**config.mk**
```make
export PLATFORM = sky130hd
export DESIGN_NAME = rrg_cmd_seq_flat
export DESIGN_NICKNAME = d
export VERILOG_FILES = /design/src/rtl/rrg_pkg.sv /design/src/rtl/rrg_cmd_seq_if.sv /design/src/rtl/rrg_cmd_seq.sv /design/src/flat_wrapper.sv
export SDC_FILE = /design/constraint.sdc
export NUM_CORES = 1
export LEC_CHECK = 0
export CORE_ASPECT_RATIO = 0.6
export CORE_MARGIN = 10
export CORE_UTILIZATION = 25
export DETAILED_ROUTE_END_ITERATION = 16
export MAX_ROUTING_LAYER = met4
export REMOVE_ABC_BUFFERS = 1
export SLEW_MARGIN = 0
export SYNTH_ARGS = -nofsm -noshare
export SYNTH_HDL_FRONTEND = slang
export SYNTH_SLANG_ARGS = --single-unit
```
**constraint.sdc**
```tcl
create_clock -name clk -period 2.4 [get_ports clk]
set_clock_uncertainty 0.1 [all_clocks]
set_input_delay 0.48 -clock clk [delete_from_list [all_inputs] [get_ports clk]]
set_output_delay 0.48 -clock clk [all_outputs]
set_load 0.02 [all_outputs]
```
**src/rtl/rrg_pkg.sv**
```systemverilog
// Shared command codes, sequencer state type and read-command decode for the ramp generator
// control interface.
package rrg_pkg;

  localparam logic [7:0] CMD_IDLE       = 8'd0;
  localparam logic [7:0] CMD_YSET       = 8'd1;
  localparam logic [7:0] CMD_RSET       = 8'd2;
  localparam logic [7:0] CMD_RISET      = 8'd3;
  localparam logic [7:0] CMD_ROSET      = 8'd4;
  localparam logic [7:0] CMD_UPDATE     = 8'd5;
  localparam logic [7:0] CMD_SEL_SW     = 8'd6;
  localparam logic [7:0] CMD_SEL_EXT    = 8'd7;
  localparam logic [7:0] CMD_START      = 8'd8;
  localparam logic [7:0] CMD_STOP       = 8'd9;
  localparam logic [7:0] CMD_RD_YSET    = 8'd11;
  localparam logic [7:0] CMD_RD_RSET    = 8'd12;
  localparam logic [7:0] CMD_RD_RISET   = 8'd13;
  localparam logic [7:0] CMD_RD_ROSET   = 8'd14;
  localparam logic [7:0] CMD_RD_STATUS  = 8'd16;
  localparam logic [7:0] CMD_RD_Y       = 8'd18;
  localparam logic [7:0] CMD_RD_DATASET = 8'd24;
  localparam logic [7:0] CMD_RD_COUNT   = 8'd25;
  localparam logic [7:0] CMD_RD_PARAMS  = 8'd31;

  typedef enum logic [2:0] {
    StIdle,
    StWY,
    StWR,
    StWRi,
    StWRo,
    StWUpd,
    StSw,
    StRd
  } seq_state_t;

  function automatic logic is_read_cmd(input logic [7:0] cmd);
    case (cmd)
      CMD_RD_YSET, CMD_RD_RSET, CMD_RD_RISET, CMD_RD_ROSET, CMD_RD_STATUS,
      CMD_RD_Y, CMD_RD_DATASET, CMD_RD_COUNT, CMD_RD_PARAMS: return 1'b1;
      default: return 1'b0;
    endcase
  endfunction

endpackage

```
**src/rtl/rrg_cmd_seq_if.sv**
```systemverilog
// Host request streams plus the multiplexed generator control bus of the command sequencer.
interface rrg_cmd_seq_if;

  logic        wr_valid;
  logic        wr_ready;
  logic [7:0]  wr_dataset;
  logic [63:0] wr_yset;
  logic [63:0] wr_rset;
  logic [63:0] wr_riset;
  logic [63:0] wr_roset;

  logic        sw_valid;
  logic        sw_ready;
  logic        sw_ext;
  logic [7:0]  sw_dataset;

  logic        rd_valid;
  logic        rd_ready;
  logic [7:0]  rd_cmd;
  logic [7:0]  rd_dataset;
  logic        rd_data_valid;
  logic [63:0] rd_data;
  logic        rd_err;

  logic [15:0] reg_control;
  logic [15:0] reg_0;
  logic [15:0] reg_1;
  logic [15:0] reg_2;
  logic [15:0] reg_3;
  logic [15:0] outreg_0;
  logic [15:0] outreg_1;
  logic [15:0] outreg_2;
  logic [15:0] outreg_3;
  logic        busy;

  // Host and generator side, as seen by the environment around the sequencer.
  modport master (
    output wr_valid, wr_dataset, wr_yset, wr_rset, wr_riset, wr_roset,
    output sw_valid, sw_ext, sw_dataset,
    output rd_valid, rd_cmd, rd_dataset,
    output outreg_0, outreg_1, outreg_2, outreg_3,
    input  wr_ready, sw_ready, rd_ready, rd_data_valid, rd_data, rd_err,
    input  reg_control, reg_0, reg_1, reg_2, reg_3, busy
  );

  modport slave (
    input  wr_valid, wr_dataset, wr_yset, wr_rset, wr_riset, wr_roset,
    input  sw_valid, sw_ext, sw_dataset,
    input  rd_valid, rd_cmd, rd_dataset,
    input  outreg_0, outreg_1, outreg_2, outreg_3,
    output wr_ready, sw_ready, rd_ready, rd_data_valid, rd_data, rd_err,
    output reg_control, reg_0, reg_1, reg_2, reg_3, busy
  );

endinterface

```
**src/rtl/rrg_cmd_seq.sv**
```systemverilog
// Arbitrates switch/write/readback requests and drives them onto the generator control bus as
// hold/gap timed command steps.
module rrg_cmd_seq
  import rrg_pkg::*;
#(
  parameter int unsigned HOLD_CYCLES = 2,
  parameter int unsigned GAP_CYCLES  = 1
) (
  input logic         clk,
  input logic         nReset,
  rrg_cmd_seq_if.slave bus
);

  localparam int unsigned MaxCnt = (HOLD_CYCLES > GAP_CYCLES) ? HOLD_CYCLES : GAP_CYCLES;
  localparam int unsigned CntW   = (MaxCnt > 1) ? $clog2(MaxCnt) : 1;
  localparam logic [CntW-1:0] HoldLd = CntW'(HOLD_CYCLES - 1);
  localparam logic [CntW-1:0] GapLd  = CntW'(GAP_CYCLES - 1);

  seq_state_t      state_q;
  logic            gap_q;
  logic [CntW-1:0] cnt_q;
  logic [7:0]      dset_q;
  logic [63:0]     rset_q, riset_q, roset_q;
  logic [15:0]     ctrl_q;
  logic [63:0]     data_q;
  logic [63:0]     rd_data_q;
  logic            rd_data_valid_q;
  logic            rd_err_q;
  logic            idle;

  assign idle = (state_q == StIdle);

  // Ready is gated by reset so nothing handshakes while the block is held in reset.
  assign bus.sw_ready = nReset & idle & bus.sw_valid;
  assign bus.wr_ready = nReset & idle & bus.wr_valid & ~bus.sw_valid;
  assign bus.rd_ready = nReset & idle & bus.rd_valid & ~bus.sw_valid & ~bus.wr_valid;
  assign bus.busy     = ~idle;

  assign bus.reg_control   = ctrl_q;
  assign bus.reg_3         = data_q[63:48];
  assign bus.reg_2         = data_q[47:32];
  assign bus.reg_1         = data_q[31:16];
  assign bus.reg_0         = data_q[15:0];
  assign bus.rd_data       = rd_data_q;
  assign bus.rd_data_valid = rd_data_valid_q;
  assign bus.rd_err        = rd_err_q;

  always_ff @(posedge clk or negedge nReset) begin
    if (!nReset) begin
      state_q         <= StIdle;
      gap_q           <= 1'b0;
      cnt_q           <= '0;
      dset_q          <= '0;
      rset_q          <= '0;
      riset_q         <= '0;
      roset_q         <= '0;
      ctrl_q          <= '0;
      data_q          <= '0;
      rd_data_q       <= '0;
      rd_data_valid_q <= 1'b0;
      rd_err_q        <= 1'b0;
    end else begin
      rd_data_valid_q <= 1'b0;
      rd_err_q        <= 1'b0;
      case (state_q)
        StIdle: begin
          gap_q <= 1'b0;
          cnt_q <= HoldLd;
          if (bus.sw_ready) begin
            state_q <= StSw;
            ctrl_q  <= bus.sw_ext ? {8'h00, CMD_SEL_EXT} : {bus.sw_dataset, CMD_SEL_SW};
            data_q  <= '0;
          end else if (bus.wr_ready) begin
            state_q <= StWY;
            dset_q  <= bus.wr_dataset;
            rset_q  <= bus.wr_rset;
            riset_q <= bus.wr_riset;
            roset_q <= bus.wr_roset;
            ctrl_q  <= {bus.wr_dataset, CMD_YSET};
            data_q  <= bus.wr_yset;
          end else if (bus.rd_ready) begin
            if (is_read_cmd(bus.rd_cmd)) begin
              state_q <= StRd;
              ctrl_q  <= {bus.rd_dataset, bus.rd_cmd};
              data_q  <= '0;
            end else begin
              // Illegal code: report immediately, generator bus untouched.
              rd_data_valid_q <= 1'b1;
              rd_err_q        <= 1'b1;
            end
          end
        end
        default: begin
          if (!gap_q) begin
            if (cnt_q == '0) begin
              gap_q  <= 1'b1;
              cnt_q  <= GapLd;
              ctrl_q <= {8'h00, CMD_IDLE};
              data_q <= '0;
              if (state_q == StRd) begin
                rd_data_q       <= {bus.outreg_3, bus.outreg_2, bus.outreg_1, bus.outreg_0};
                rd_data_valid_q <= 1'b1;
              end
            end else begin
              cnt_q <= cnt_q - 1'b1;
            end
          end else if (cnt_q == '0) begin
            gap_q <= 1'b0;
            cnt_q <= HoldLd;
            case (state_q)
              StWY: begin
                state_q <= StWR;
                ctrl_q  <= {dset_q, CMD_RSET};
                data_q  <= rset_q;
              end
              StWR: begin
                state_q <= StWRi;
                ctrl_q  <= {dset_q, CMD_RISET};
                data_q  <= riset_q;
              end
              StWRi: begin
                state_q <= StWRo;
                ctrl_q  <= {dset_q, CMD_ROSET};
                data_q  <= roset_q;
              end
              StWRo: begin
                state_q <= StWUpd;
                ctrl_q  <= {dset_q, CMD_UPDATE};
                data_q  <= '0;
              end
              default: state_q <= StIdle;
            endcase
          end else begin
            cnt_q <= cnt_q - 1'b1;
          end
        end
      endcase
    end
  end

endmodule

```
**src/flat_wrapper.sv**
```systemverilog
// flat-port wrapper written by rule: the top's interface ports become plain ports
module rrg_cmd_seq_flat import rrg_pkg::*;
#(
  parameter int unsigned HOLD_CYCLES = 2,
  parameter int unsigned GAP_CYCLES  = 1
)
  (clk, nReset, bus_wr_valid, bus_wr_dataset, bus_wr_yset, bus_wr_rset, bus_wr_riset, bus_wr_roset, bus_sw_valid, bus_sw_ext, bus_sw_dataset, bus_rd_valid, bus_rd_cmd, bus_rd_dataset, bus_outreg_0, bus_outreg_1, bus_outreg_2, bus_outreg_3, bus_wr_ready, bus_sw_ready, bus_rd_ready, bus_rd_data_valid, bus_rd_data, bus_rd_err, bus_reg_control, bus_reg_0, bus_reg_1, bus_reg_2, bus_reg_3, bus_busy);
  rrg_cmd_seq_if bus_i ();
  input logic clk;
  input logic nReset;
  input wire logic [$bits(bus_i.wr_valid)-1:0] bus_wr_valid;
  input wire logic [$bits(bus_i.wr_dataset)-1:0] bus_wr_dataset;
  input wire logic [$bits(bus_i.wr_yset)-1:0] bus_wr_yset;
  input wire logic [$bits(bus_i.wr_rset)-1:0] bus_wr_rset;
  input wire logic [$bits(bus_i.wr_riset)-1:0] bus_wr_riset;
  input wire logic [$bits(bus_i.wr_roset)-1:0] bus_wr_roset;
  input wire logic [$bits(bus_i.sw_valid)-1:0] bus_sw_valid;
  input wire logic [$bits(bus_i.sw_ext)-1:0] bus_sw_ext;
  input wire logic [$bits(bus_i.sw_dataset)-1:0] bus_sw_dataset;
  input wire logic [$bits(bus_i.rd_valid)-1:0] bus_rd_valid;
  input wire logic [$bits(bus_i.rd_cmd)-1:0] bus_rd_cmd;
  input wire logic [$bits(bus_i.rd_dataset)-1:0] bus_rd_dataset;
  input wire logic [$bits(bus_i.outreg_0)-1:0] bus_outreg_0;
  input wire logic [$bits(bus_i.outreg_1)-1:0] bus_outreg_1;
  input wire logic [$bits(bus_i.outreg_2)-1:0] bus_outreg_2;
  input wire logic [$bits(bus_i.outreg_3)-1:0] bus_outreg_3;
  output wire logic [$bits(bus_i.wr_ready)-1:0] bus_wr_ready;
  output wire logic [$bits(bus_i.sw_ready)-1:0] bus_sw_ready;
  output wire logic [$bits(bus_i.rd_ready)-1:0] bus_rd_ready;
  output wire logic [$bits(bus_i.rd_data_valid)-1:0] bus_rd_data_valid;
  output wire logic [$bits(bus_i.rd_data)-1:0] bus_rd_data;
  output wire logic [$bits(bus_i.rd_err)-1:0] bus_rd_err;
  output wire logic [$bits(bus_i.reg_control)-1:0] bus_reg_control;
  output wire logic [$bits(bus_i.reg_0)-1:0] bus_reg_0;
  output wire logic [$bits(bus_i.reg_1)-1:0] bus_reg_1;
  output wire logic [$bits(bus_i.reg_2)-1:0] bus_reg_2;
  output wire logic [$bits(bus_i.reg_3)-1:0] bus_reg_3;
  output wire logic [$bits(bus_i.busy)-1:0] bus_busy;
  assign bus_i.wr_valid = bus_wr_valid;
  assign bus_i.wr_dataset = bus_wr_dataset;
  assign bus_i.wr_yset = bus_wr_yset;
  assign bus_i.wr_rset = bus_wr_rset;
  assign bus_i.wr_riset = bus_wr_riset;
  assign bus_i.wr_roset = bus_wr_roset;
  assign bus_i.sw_valid = bus_sw_valid;
  assign bus_i.sw_ext = bus_sw_ext;
  assign bus_i.sw_dataset = bus_sw_dataset;
  assign bus_i.rd_valid = bus_rd_valid;
  assign bus_i.rd_cmd = bus_rd_cmd;
  assign bus_i.rd_dataset = bus_rd_dataset;
  assign bus_i.outreg_0 = bus_outreg_0;
  assign bus_i.outreg_1 = bus_outreg_1;
  assign bus_i.outreg_2 = bus_outreg_2;
  assign bus_i.outreg_3 = bus_outreg_3;
  assign bus_wr_ready = bus_i.wr_ready;
  assign bus_sw_ready = bus_i.sw_ready;
  assign bus_rd_ready = bus_i.rd_ready;
  assign bus_rd_data_valid = bus_i.rd_data_valid;
  assign bus_rd_data = bus_i.rd_data;
  assign bus_rd_err = bus_i.rd_err;
  assign bus_reg_control = bus_i.reg_control;
  assign bus_reg_0 = bus_i.reg_0;
  assign bus_reg_1 = bus_i.reg_1;
  assign bus_reg_2 = bus_i.reg_2;
  assign bus_reg_3 = bus_i.reg_3;
  assign bus_busy = bus_i.busy;
  rrg_cmd_seq #(.HOLD_CYCLES(HOLD_CYCLES), .GAP_CYCLES(GAP_CYCLES)) u_core (.clk(clk), .nReset(nReset), .bus(bus_i));
endmodule
```
Word-level counts from Yosys, hierarchy flattened

Memory sizes are Yosys's and may differ from the RTL's.
Cells that the tools add are included.

Input port bits: 358
Memories: 1
Word-level logic and storage cells: 92
Memory bits (read-only): 32
Register bits after elaboration: 351

Memories:

| memory          | depth | bits a word | read ports | clocked after Yosys merged registers in | wr ports | line          | text |
|---|---|---|---|---|---|---|---|
| (no name shown) | 32    | 1           | 1          | 0                                       | 0        | rrg_pkg.sv:37 | `case (cmd)` |

Mux-type cells: 49
Bitwise logic cells: 13
Eq/ne operators: 9
Reductions and logical operators: 7
Add/subtract/negate cells: 1

Operators by type and width:

| operator            | number |
|---|---|
| $mux 64             | 8 |
| $pmux 64 s4         | 1 |
| $mux 16             | 9 |
| $pmux 16 s4         | 1 |
| $mux 1              | 22 |
| $mux 3              | 7 |
| $pmux 3 s4          | 1 |
| $reduce_and 4->1    | 3 |
| $ne 4x4->1 const B  | 2 |
| $and 1x1->1         | 7 |
| $eq 3x2->1 const B  | 2 |
| $eq 3x3->1 const B  | 2 |
| $logic_not 3->1     | 2 |
| $ne 6x6->1 const B  | 1 |
| $not 1->1           | 6 |
| $eq 3x1->1 const B  | 1 |
| $reduce_and 3->1    | 1 |
| $ne 2x2->1 const B  | 1 |
| $reduce_bool 2->1   | 1 |
| $sub 1x1->1 const B | 1 |

Longest topological paths before layout

Depth after elaboration: 14
Depth in mapped cells: 10
Mapped depth without buffers: 6

Least setup slack after synthesis

OpenSTA, ideal clock, no wires.

Path kind: register -> output
From: register u_core.state_q[0]
To: output bus_wr_ready
Slack: 0.036 ns
Cell stages (with the launch flop): 8
Data arrival time: 1.784 ns
Buffers on the path: 4
Cells stage by stage: dfrtp_1 > buf_4 > or2_4 > or4_1 > buf_2 > clkinv_4 > buf_4 > buf_2

Cells in the longest elaborated chain, start to end: 4

Ends and longest elaborated chain:

| element                   | line               | text |
|---|---|---|
| start: declaration        | rrg_cmd_seq.sv:19  | `seq_state_t state_q;` |
| start signal: assignment  | rrg_cmd_seq.sv:50  | `state_q <= StIdle;` |
| start signal: assignment  | rrg_cmd_seq.sv:70  | `state_q <= StSw;` |
| start signal: assignment  | rrg_cmd_seq.sv:74  | `state_q <= StWY;` |
| $logic_not 3->1           | rrg_cmd_seq.sv:31  | `assign idle = (state_q == StIdle);` |
| $and 1x1->1 (3 in series) | rrg_cmd_seq.sv:35  | `assign bus.wr_ready = nReset & idle & bus.wr_valid & ~bus.sw_valid;` |
| end: declaration          | flat_wrapper.sv:27 | `output wire logic [$bits(bus_i.wr_ready)-1:0] bus_wr_ready;` |

No other way between the ends.

Worst setup path after layout

From: input bus_sw_valid
To: output bus_wr_ready

Cells in the longest elaborated chain, start to end: 2

Ends and longest elaborated chain:

| element            | line               | text |
|---|---|---|
| start: declaration | flat_wrapper.sv:17 | `input wire logic [$bits(bus_i.sw_valid)-1:0] bus_sw_valid;` |
| $not 1->1          | rrg_cmd_seq.sv:35  |  |
| $and 1x1->1        | rrg_cmd_seq.sv:35  |  |

No other way between the ends.

==> results.toml <==
[status]
status = "finished with violations"
violations = "setup timing"

[critical_path]
crit_path_end_kind = "output pin"
crit_chain = "clkdlybuf4s50_1, or4_4, inv_12, buf_12"
rr_startpoint = "u_core.state_q[0]$_DFFE_PN0P_"
crit_cells = 4
worstRegToRegCells = 7
slowest_delay_ns = 0.67
arrival_ns = 1.96
critical_path_class = "input port to output pin"
required_ns = 1.82
crit_family = "buffers and inverters"
crit_path_start_kind = "input port"
crit_buf_inv = 3
slowest_stage = "or4_4"
crit_path_start = "bus_sw_valid"
critPathMaxFanout = 6

[sta]
max_freq_ghz = 0.393
final.setup.tns_ns = -1.27
slew_headroom = 0.369
rsz0062_at_grt = "true"
holdWs_ns = 0.356
layout_min_cycle_time_ns = 2.54
fin_crit_sh = 1.06
drv_slew = 0
worst_pin_slew_ns = 0.947
hold_violations = 0
setup_slack_ns = -0.143
finalSetupViolations = 59

[place]
dpl-instance-area_sq_um = 22400
place_inst = 2934
dp_slack_ns = -0.482
globalplace.congestion = 0.867
dp_hpwl_mm = 43.7
portBuffers = 507

[drt]
antenna_left = 0
wl_mm = 63.5
viasPerCell = 4.71
first_pass_iters = 5
post-route-drc-count = 0
drtIter0Drc = 1029
wire_per_inst_um = 20.9
vias = 14300

[floorplan]
die_w_um = 348
top_level_ports = 508
fp.dieH_um = 217
dieArea_sq_um = 75300
rows = 71
core_area_sq_um = 63200
initial_utilization = 0.255

[power_and_ir_drop]
leakage_nw = 11.2
power_density_nw_per_um2 = 1280
ir_drop_v = 0.000660

[global_route]
overflow = 0
grtUsageMet2 = 0.242
grt_pass1_vias = 15000
grt_pass1_wl_mm = 92.4
antenna_found_initial = 4
use_met1 = 0.214
use_met3 = 0.0409
grt-busiest-layer = "met2"
groute.usage.overall = 0.161
grt_max_degree = 145

[logic_synthesis]
async_flop_share = 1.00
yosysUniqueCellTypes = 44
avgSynthCellArea_sq_um = 9.89
synth-edff-count = 0
synthCells = 1628
synth_seq_cells = 351
netlist_area_sq_um = 16100
yosys_warnings = 0
synthFlopType = "dfrtp_1"
seq_area_frac_synth = 0.546

[job]
cap_viol_max_count = 0

[clock_tree]
cts_max_level = 2
clkTransAtPathRegs_ns = 0.06
cts_tree = "done"
cts_root_buf = "clkbuf_16"
max-clock-path-buffers = 3
clock_latency_ns = 0.55
numCtsBuffers = 38
cts_sinks = 351

[layout]
drive_gt1_frac = 0.162
stdcell_count = 3032
nNetsFinal = 2523
fillCellCount = 6167
synthToLayoutAreaGrowth_pct = 50.1
final_cell_area_sq_um = 24200

[min_path]
hp-start = "bus_wr_riset[26]"
min_path_type = "input port to flip-flop"
whs_path_depth = 3
==> cell usage after synthesis (3+ instances only) <==
master | n | area, sq um
nand2_1 | 611 | 2290
dfrtp_1 | 351 | 8780
o21ai_0 | 130 | 651
mux2_2 | 128 | 1440
nor2_1 | 70 | 263
clkbuf_1 | 68 | 255
a32o_1 | 64 | 641
a21bo_2 | 36 | 360
a21bo_1 | 28 | 280
buf_6 | 23 | 259
buf_2 | 18 | 90.1
mux2_1 | 14 | 158
o21ai_1 | 11 | 55.1
mux2i_1 | 10 | 100
a22oi_1 | 9 | 67.6
buf_1 | 6 | 22.5
inv_1 | 6 | 22.5
and2_1 | 4 | 25.0
buf_8 | 3 | 45.0
nand2b_1 | 3 | 18.8
nand3_1 | 3 | 15.0
==> report_power, final <==
part	internal, mW	total [mW]	switching (mW)
logic	7.32	15.0	7.67
clock network	3.50	5.99	2.49
registers	8.56	10.0	1.44
total	19.4	31.0	11.6
==> final cells by class <==
cell class              instances  area (sq um)  share of cell area
flip-flops and latches        351          8790               0.364
diodes                          3          7.51            0.000311
multi-input cells            1149          6660               0.276
well taps                     839          1050              0.0434
inverters                       8          48.8             0.00202
clock inverters                 9          77.6             0.00321
repair buffers                615          6350               0.263
clock buffers                  58          1180              0.0488
==> flip-flops by register name, summed over array words and instances, names as in the netlist <==
signal	count
u_core.rset_q	64
u_core.bus.rd_err	1
u_core.gap_q	1
u_core.riset_q	64
u_core.cnt_q	1
u_core.data_q	64
u_core.state_q	3
u_core.bus.rd_data	64
u_core.bus.reg_control	16
u_core.dset_q	8
u_core.roset_q	64
u_core.bus.rd_data_valid	1
==> cell usage in the layout (no fill, tap or decap), drive strengths merged, types with 9 or more instances in the layout <==
master / count
dfrtp: 351
mux2i: 10
mux2: 142
clkbuf: 64
o21ai: 141
nand2: 611
a32o: 64
buf: 106
clkdlybuf4s50: 501
nor2: 70
a21bo: 64
a22oi: 9
==> timing repair <==
item	4_1_cts	5_1_grt
pin swaps	5	0
hold endpoints to repair	70	0
setup buffers	11	6
cloned	0	10
endpoints found under the setup margin	4	188
resized for setup	12	29
hold buffers	1	0
==> worst paths after layout <==
kind	endpoint	slack, ns
hold / removal	u_core.riset_q[26]$_DFFE_PN0P_	0.36
hold reg to reg	u_core.roset_q[41]$_DFFE_PN0P_	0.37
setup / recovery	bus_wr_ready	-0.14
max in group asynchronous	u_core.roset_q[59]$_DFFE_PN0P_	0.42
setup reg to reg	u_core.state_q[1]$_DFFE_PN0P_	-0.07
min in group asynchronous	u_core.data_q[24]$_DFFE_PN0P_	0.51
==> logic make-up (layout without fill, tap and decap cells) <==
family	after synthesis	in the layout	share of synthesized area
mux	152	152	0.106
compound gates	290	290	0.133
xor+xnor	1	1	0.000544
other cells	0	3	0
fa+ha+maj	2	2	0.00155
flops	351	351	0.546
simple gates	704	704	0.169
buf+inv	128	690	0.0449
==> worst min-delay path: cells and delay by family <==
family / cells / cell delay [ns]
simple gates: 2 / 0.10
buf+inv: 1 / 0.40
==> metrics by stage <==
step	total power, mW	utilization
after floorplan	17.1	-
after global placement	23.1	0.355
after detailed placement	23.5	0.355
after CTS	29.8	0.377
after global routing	33.0	0.383
final	31.0	0.383
==> layer usage <==
layer	vias up	share of wire
met5	-	0
met4	0	0.021
met3	101	0.074
met2	609	0.45
met1	7050	0.46
li1	6522	-
(Power assumes the default switching activity.)
